==> src/rtl/clk_div_sched_pkg.sv <==
// ---------------------------------------------------------------------------
// clk_div_sched_pkg
//   Shared definitions for the programmable clock divider controller:
//   controller state encoding and the smallest legal divide ratio.
// ---------------------------------------------------------------------------
package clk_div_sched_pkg;

  typedef enum logic [1:0] {
    STOPPED = 2'd0,  // output held low, counter parked at 0
    RUN     = 2'd1,  // counting with cur_div
    PENDING = 2'd2   // counting, new ratio waits for the period boundary
  } state_e;

  localparam int unsigned MIN_DIV = 2;

endpackage : clk_div_sched_pkg

==> src/rtl/clk_div_core.sv <==
// ---------------------------------------------------------------------------
// clk_div_core
//   Period counter, 50%-duty waveform generation and end-of-period tick.
//   All inputs are the controller's *next-state* view, so every output flop
//   lines up with the cycle the controller is actually in.
//
//   Ports
//     clock_in  : source clock (posedge logic plus one negedge flop)
//     reset_n   : asynchronous active-low reset
//     run_i     : controller will be RUN/PENDING next cycle
//     div_i     : divide ratio that applies next cycle (>= 2)
//     load_i    : restart the count at 0 next cycle (start or boundary)
//     tick_o    : high on the last source cycle of each divided period
//     clock_o   : divided clock, 50% duty for even and odd ratios
// ---------------------------------------------------------------------------
module clk_div_core #(
  parameter int unsigned DIV_W = 8
) (
  input  logic             clock_in,
  input  logic             reset_n,
  input  logic             run_i,
  input  logic [DIV_W-1:0] div_i,
  input  logic             load_i,
  output logic             tick_o,
  output logic             clock_o
);

  logic [DIV_W-1:0] cnt_q, cnt_d;
  logic [DIV_W-1:0] half;
  logic             p_q, p_d;
  logic             n_q;
  logic             tick_q, tick_d;
  logic             odd_q;

  // NOTE: every variable written here gets a value before any condition, so
  // no path leaves it unassigned and no latch is inferred.
  always_comb begin
    // ceil(div/2) written as floor + lsb, so div = 2^DIV_W-1 cannot overflow.
    half   = (div_i >> 1) + {{(DIV_W-1){1'b0}}, div_i[0]};
    cnt_d  = (run_i && !load_i) ? cnt_q + DIV_W'(1) : '0;
    p_d    = run_i && (cnt_d < half);
    tick_d = run_i && (cnt_d == div_i - DIV_W'(1));
  end

  // NOTE: state flops use non-blocking assignments so every flop samples the
  // pre-edge values of its neighbours, matching real hardware.
  always_ff @(posedge clock_in or negedge reset_n) begin
    if (!reset_n) begin
      cnt_q  <= '0;
      p_q    <= 1'b0;
      tick_q <= 1'b0;
      odd_q  <= 1'b0;
    end else begin
      cnt_q  <= cnt_d;
      p_q    <= p_d;
      tick_q <= tick_d;
      odd_q  <= div_i[0];
    end
  end

  // Half-cycle delayed copy of p: AND-ing it in trims half a source cycle
  // from the front of the high phase, giving N/2 high time for odd N.
  always_ff @(negedge clock_in or negedge reset_n) begin
    if (!reset_n) begin
      n_q <= 1'b0;
    end else begin
      n_q <= p_q;
    end
  end

  assign tick_o  = tick_q;
  assign clock_o = odd_q ? (p_q & n_q) : p_q;

endmodule : clk_div_core

==> src/rtl/clk_div_sched.sv <==
// ---------------------------------------------------------------------------
// clk_div_sched
//   Runtime-programmable clock divider controller. Sequences ratio changes,
//   starts and stops on period boundaries so clock_out_div never shows a
//   runt pulse or a truncated period.
//
//   Ports
//     clock_in      : source clock
//     reset_n       : asynchronous active-low reset
//     enable        : run request (level)
//     cfg_div       : requested divide ratio N
//     cfg_valid     : cfg_div is valid
//     cfg_ready     : a configuration can be accepted (not PENDING)
//     cfg_err       : 1-cycle pulse after an accepted N below 2
//     cur_div       : ratio currently applied
//     running       : controller is RUN or PENDING
//     clock_out_div : divided clock, 50% duty
//     tick          : pulse on the last source cycle of each divided period
// ---------------------------------------------------------------------------
module clk_div_sched
  import clk_div_sched_pkg::*;
#(
  parameter int unsigned DIV_W       = 8,
  parameter int unsigned DEFAULT_DIV = 2
) (
  input  logic             clock_in,
  input  logic             reset_n,
  input  logic             enable,
  input  logic [DIV_W-1:0] cfg_div,
  input  logic             cfg_valid,
  output logic             cfg_ready,
  output logic             cfg_err,
  output logic [DIV_W-1:0] cur_div,
  output logic             running,
  output logic             clock_out_div,
  output logic             tick
);

  state_e           state_q, state_d;
  logic [DIV_W-1:0] cur_div_q, cur_div_d;
  logic [DIV_W-1:0] pend_div_q, pend_div_d;
  logic             cfg_err_q, cfg_err_d;

  logic             xfer;
  logic             cfg_ok;
  logic             boundary;
  logic             core_load;
  logic             core_run;

  assign xfer   = cfg_valid & cfg_ready;
  assign cfg_ok = xfer & (cfg_div >= DIV_W'(MIN_DIV));

  // ---- state register ----------------------------------------------------
  always_ff @(posedge clock_in or negedge reset_n) begin
    if (!reset_n) begin
      state_q    <= STOPPED;
      cur_div_q  <= DIV_W'(DEFAULT_DIV);
      pend_div_q <= '0;
      cfg_err_q  <= 1'b0;
    end else begin
      state_q    <= state_d;
      cur_div_q  <= cur_div_d;
      pend_div_q <= pend_div_d;
      cfg_err_q  <= cfg_err_d;
    end
  end

  // ---- next-state logic --------------------------------------------------
  always_comb begin
    state_d    = state_q;
    cur_div_d  = cur_div_q;
    pend_div_d = pend_div_q;
    cfg_err_d  = xfer & ~cfg_ok;

    case (state_q)
      STOPPED: begin
        // A ratio accepted on the start cycle is the one RUN starts with.
        if (cfg_ok) cur_div_d = cfg_div;
        if (enable) state_d = RUN;
      end
      RUN: begin
        if (boundary && !enable) begin
          // Stop wins at the boundary; a ratio arriving on that same cycle
          // is applied directly instead of being parked.
          state_d = STOPPED;
          if (cfg_ok) cur_div_d = cfg_div;
        end else if (cfg_ok) begin
          state_d    = PENDING;
          pend_div_d = cfg_div;
        end
      end
      PENDING: begin
        if (boundary) begin
          cur_div_d = pend_div_q;
          state_d   = enable ? RUN : STOPPED;
        end
      end
      default: state_d = STOPPED;
    endcase
  end

  // ---- outputs -----------------------------------------------------------
  always_comb begin
    cfg_ready = (state_q != PENDING);
    running   = (state_q != STOPPED);
  end

  assign cfg_err = cfg_err_q;
  assign cur_div = cur_div_q;

  // The core sees next-state values; a fresh count starts on every start
  // and on every boundary (where a new ratio may take effect).
  assign core_run  = (state_d != STOPPED);
  assign core_load = boundary | (state_q == STOPPED);

  clk_div_core #(
    .DIV_W (DIV_W)
  ) u_core (
    .clock_in (clock_in),
    .reset_n  (reset_n),
    .run_i    (core_run),
    .div_i    (cur_div_d),
    .load_i   (core_load),
    .tick_o   (tick),
    .clock_o  (clock_out_div)
  );

  // tick is high exactly on the boundary cycle, so it doubles as the
  // controller's boundary indicator.
  assign boundary = tick;

endmodule : clk_div_sched

==> config.mk <==
export PLATFORM = sky130hd
export DESIGN_NAME = clk_div_sched
export DESIGN_NICKNAME = d
export VERILOG_FILES = /design/src/rtl/clk_div_sched_pkg.sv /design/src/rtl/clk_div_core.sv /design/src/rtl/clk_div_sched.sv
export SDC_FILE = /design/constraint.sdc
export NUM_CORES = 1
export LEC_CHECK = 0
export ABC_AREA = 1
export CORE_ASPECT_RATIO = 0.6
export CORE_MARGIN = 5
export CORE_UTILIZATION = 50
export DETAILED_ROUTE_END_ITERATION = 6
export PLACE_DENSITY = 0.69
export SYNTH_ARGS = -nofsm -noshare
export SYNTH_HDL_FRONTEND = slang
export SYNTH_HIERARCHICAL = 1
export SYNTH_SLANG_ARGS = --single-unit
==> constraint.sdc <==
create_clock -name clock_in -period 5.6 [get_ports clock_in]
set_input_delay 1.12 -clock clock_in [delete_from_list [all_inputs] [get_ports clock_in]]
set_output_delay 1.12 -clock clock_in [all_outputs]
set_load 0.02 [all_outputs]
==> results.ini <==
[worst_setup_path]
r2r-end = u_core/p_q
rr_worst_depth = 17
start_kind = flip-flop
crit_required_ns = 4.48
timing.rr.start = u_core/tick_o
crit_path_end_kind = output port
crit_arrival_ns = 4.26
r2r_slack_ns = 1.82
crit_fanout = 1
path_class = reg2out

[sta]
rsz0062_at_grt = false
fin_tns_setup_ns = 0
fin_ws_ns = 0.2196
tightest_slew_ns = 0.4443
relSlewSlack_pct = 70.38
fin_skew_ns = 0.009561
report.final.slew_viol_count = 0
setup_viol_count_final = 0
hold_viol_final = 0

[worst_hold_path]
hold_depth = 2
hold_path.class = reg2reg
hp-start = pend_div_q[3]
hold_path_end = pend_div_q[3]

[synth]
synth_compound_area_share_pct = 8.280
synth_cell_types = 34
ys_top_cells_by_area = dfrtp_1 (34%), nand2_1 (16%), nand3_1 (9.1%)
synthSimpleGateAreaFrac_pct = 37.49
synth_mux_area_share_pct = 0
synth_top_cell_by_area = dfrtp_1
ys.flop_type = dfrtp_1
synth_xor_area_share_pct = 2.041
syn_inst = 303
ys_seq_area_share_pct = 36.21
async_flop_share_pct = 100.0
syn_area_per_cell_um2 = 7.082
synth_area_um2 = 2146
syn-num-nets = 325
synth_top_family_by_area = simple AND/OR/NAND/NOR gates
synth_edf_count = 0
synth-seq-cells = 31
synthAdderAreaFrac_pct = 5.831
synth_top_area_share_pct = 33.82
yosysWarnings = 6

[floorplan]
io-pin-count = 25
die_area_um2 = 5745
dieHeight_um = 60.75
die_w_um = 94.58
start_util_pct = 52.06
core_area_um2 = 4121
core.rowCount = 18

[route]
vias = 1968
first_pass_iters = 4
viasPerCell = 5.008
antenna_left = 0
wire_per_inst_um = 12.48
first_iter_violations = 147
wirelength_um = 4903
drc = 0

[clock_network]
cts-hold-fix-buffers = 0
root_buffer = clkbuf_8
cts_tree = done
clkSinkCount = 31
max-clock-path-buffers = 2
htreeDepth = 2
clkTransAtPathRegs_ns = 0.07
clk_latency_ns = 0.28
cts_resized = 0
post_cts_buffers = 0
cts-buffers-inserted = 5

[placed_design]
dp_hpwl_um = 3904
preCtsSetupSlack_ns = 0.5081
port_buffers = 24
place_congestion = 0.8101

[pwr]
pwr-share-clk_pct = 41.4
pwr-share-comb_pct = 4.3
p_leak_uw = 0.001392
power_density_nw_per_um2 = 163.4
intPower_uw = 319.2
seqPwrFrac_pct = 54.3
p_sw_uw = 93.01
swShare_pct = 22.56
peakVddDrop_v = 0.0001021

[cells_and_area]
fin_nets = 354
drive_gt1_share_pct = 9.610
finalCoreUtilization_pct = 61.20
n_antenna_cell = 0
fillers = 391
area_growth_pct = 17.55
seqCellArea_um2 = 777.0
multi_input_area_um2 = 1151

[global_route]
grt_pass1_vias = 1772
grt_max_degree = 31
antenna_found_initial = 0
grt_pass1_wl_um = 8307
grt_use_total_pct = 19.02
overflow = 0

[status]
status = completed

[flow_run]
maxCapViolCount = 0

==> cells by family after synthesis <==
| family | Yosys count |
|---|---|
| buffers and inverters | 53 |
| adders and majority gates | 10 |
| xor gates and xnor gates | 5 |
| DFF | 31 |
| and+or+nand+nor | 179 |
| AOI/OAI and AO/OA | 25 |
==> Yosys cell counts, types with 2 or more instances <==
| cell | count |
|---|---|
| nand2_1 | 94 |
| inv_1 | 47 |
| nand3_1 | 39 |
| dfrtp_1 | 29 |
| nor2_1 | 28 |
| ha_1 | 10 |
| o21ai_2 | 8 |
| o21ai_0 | 6 |
| a21oi_1 | 4 |
| nand2_2 | 3 |
| nand4_1 | 3 |
| nor2_2 | 3 |
| xor2_1 | 3 |
| buf_6 | 2 |
| inv_2 | 2 |
| nand3b_1 | 2 |
| nor3_1 | 2 |
| xnor2_1 | 2 |
==> sequential cells by signal, indices dropped and copies added, names as in the netlist <==
| name | flops |
|---|---|
| pend_div_q | 8 |
| state_q | 2 |
| u_core/odd_q | 1 |
| u_core/cnt_q | 8 |
| u_core/p_q | 1 |
| u_core/n_q | 1 |
| u_core/tick_o | 1 |
| cur_div | 8 |
| cfg_err | 1 |
==> worst max-delay path, stage by stage, from the launching register on <==
cell and delay (ns):
dfrtn_1 0.39, inv_1 0.03, a21boi_0 0.13, clkdlybuf4s50_1 0.62
==> power groups by stage <==
stage	clock network [uW]	logic, uW	registers, uW
2_1_floorplan	0	2.93	228
3_3_place_gp	0	18.3	228
3_5_place_dp	0	18.2	228
4_1_cts	176	18.3	224
5_1_grt	185	20.2	224
6_report	170	17.8	224
==> layout make-up <==
cell class              instances  area share (%)
well taps                      60           2.976
multi-input cells             219           45.63
repair buffers                 25           9.821
flip-flops and latches         31           30.80
clock buffers                   7           3.026
inverters                      50           7.540
clock inverters                 1          0.1984
==> layout by cell type, fill, tap and decap left out, types with 2 or more instances in the layout <==
cell,Yosys,layout
clkdlybuf4s50_1,0,24
nand3b_1,2,2
clkbuf_1,0,2
nand4_1,3,3
nand2_1,94,94
nand3_1,39,39
nor3_1,2,2
xnor2_1,2,2
nor2_2,3,3
o21ai_2,8,8
dfrtp_1,29,29
a21oi_1,4,4
xor2_1,3,3
nand2_2,3,3
inv_2,2,2
nor2_1,28,28
inv_1,47,47
o21ai_0,6,6
ha_1,10,10
clkbuf_8,0,5
==> worst max path at each step <==
stage                    end  startpoint
6_report       clock_out_div  u_core/n_q
5_1_grt        clock_out_div  u_core/n_q
4_1_cts        clock_out_div  u_core/n_q
3_5_place_dp   clock_out_div  u_core/n_q
3_3_place_gp   clock_out_div  u_core/n_q
2_1_floorplan  clock_out_div  u_core/n_q
==> stage by stage <==
stage	hold slack [ns]	instance area [um^2]	std cells	power, uW
6_report	0.4820	2522	393	412.2
5_1_grt	0.5081	2522	393	429.4
4_1_cts	0.4883	2522	393	418.3
3_5_place_dp	0.4710	2441	385	246.3
3_3_place_gp	0.4670	2441	385	246.4
2_1_floorplan	0.4553	2146	303	231.1
==> metal layers <==
layer	wire length (um)	up-vias	track usage, %
met5	0	-	0
met4	13	0	4.107
met3	332	5	5.452
met2	1916	50	26.71
met1	2640	900	28.99
li1	-	1013	-
Power figures use the tool's default switching activity.
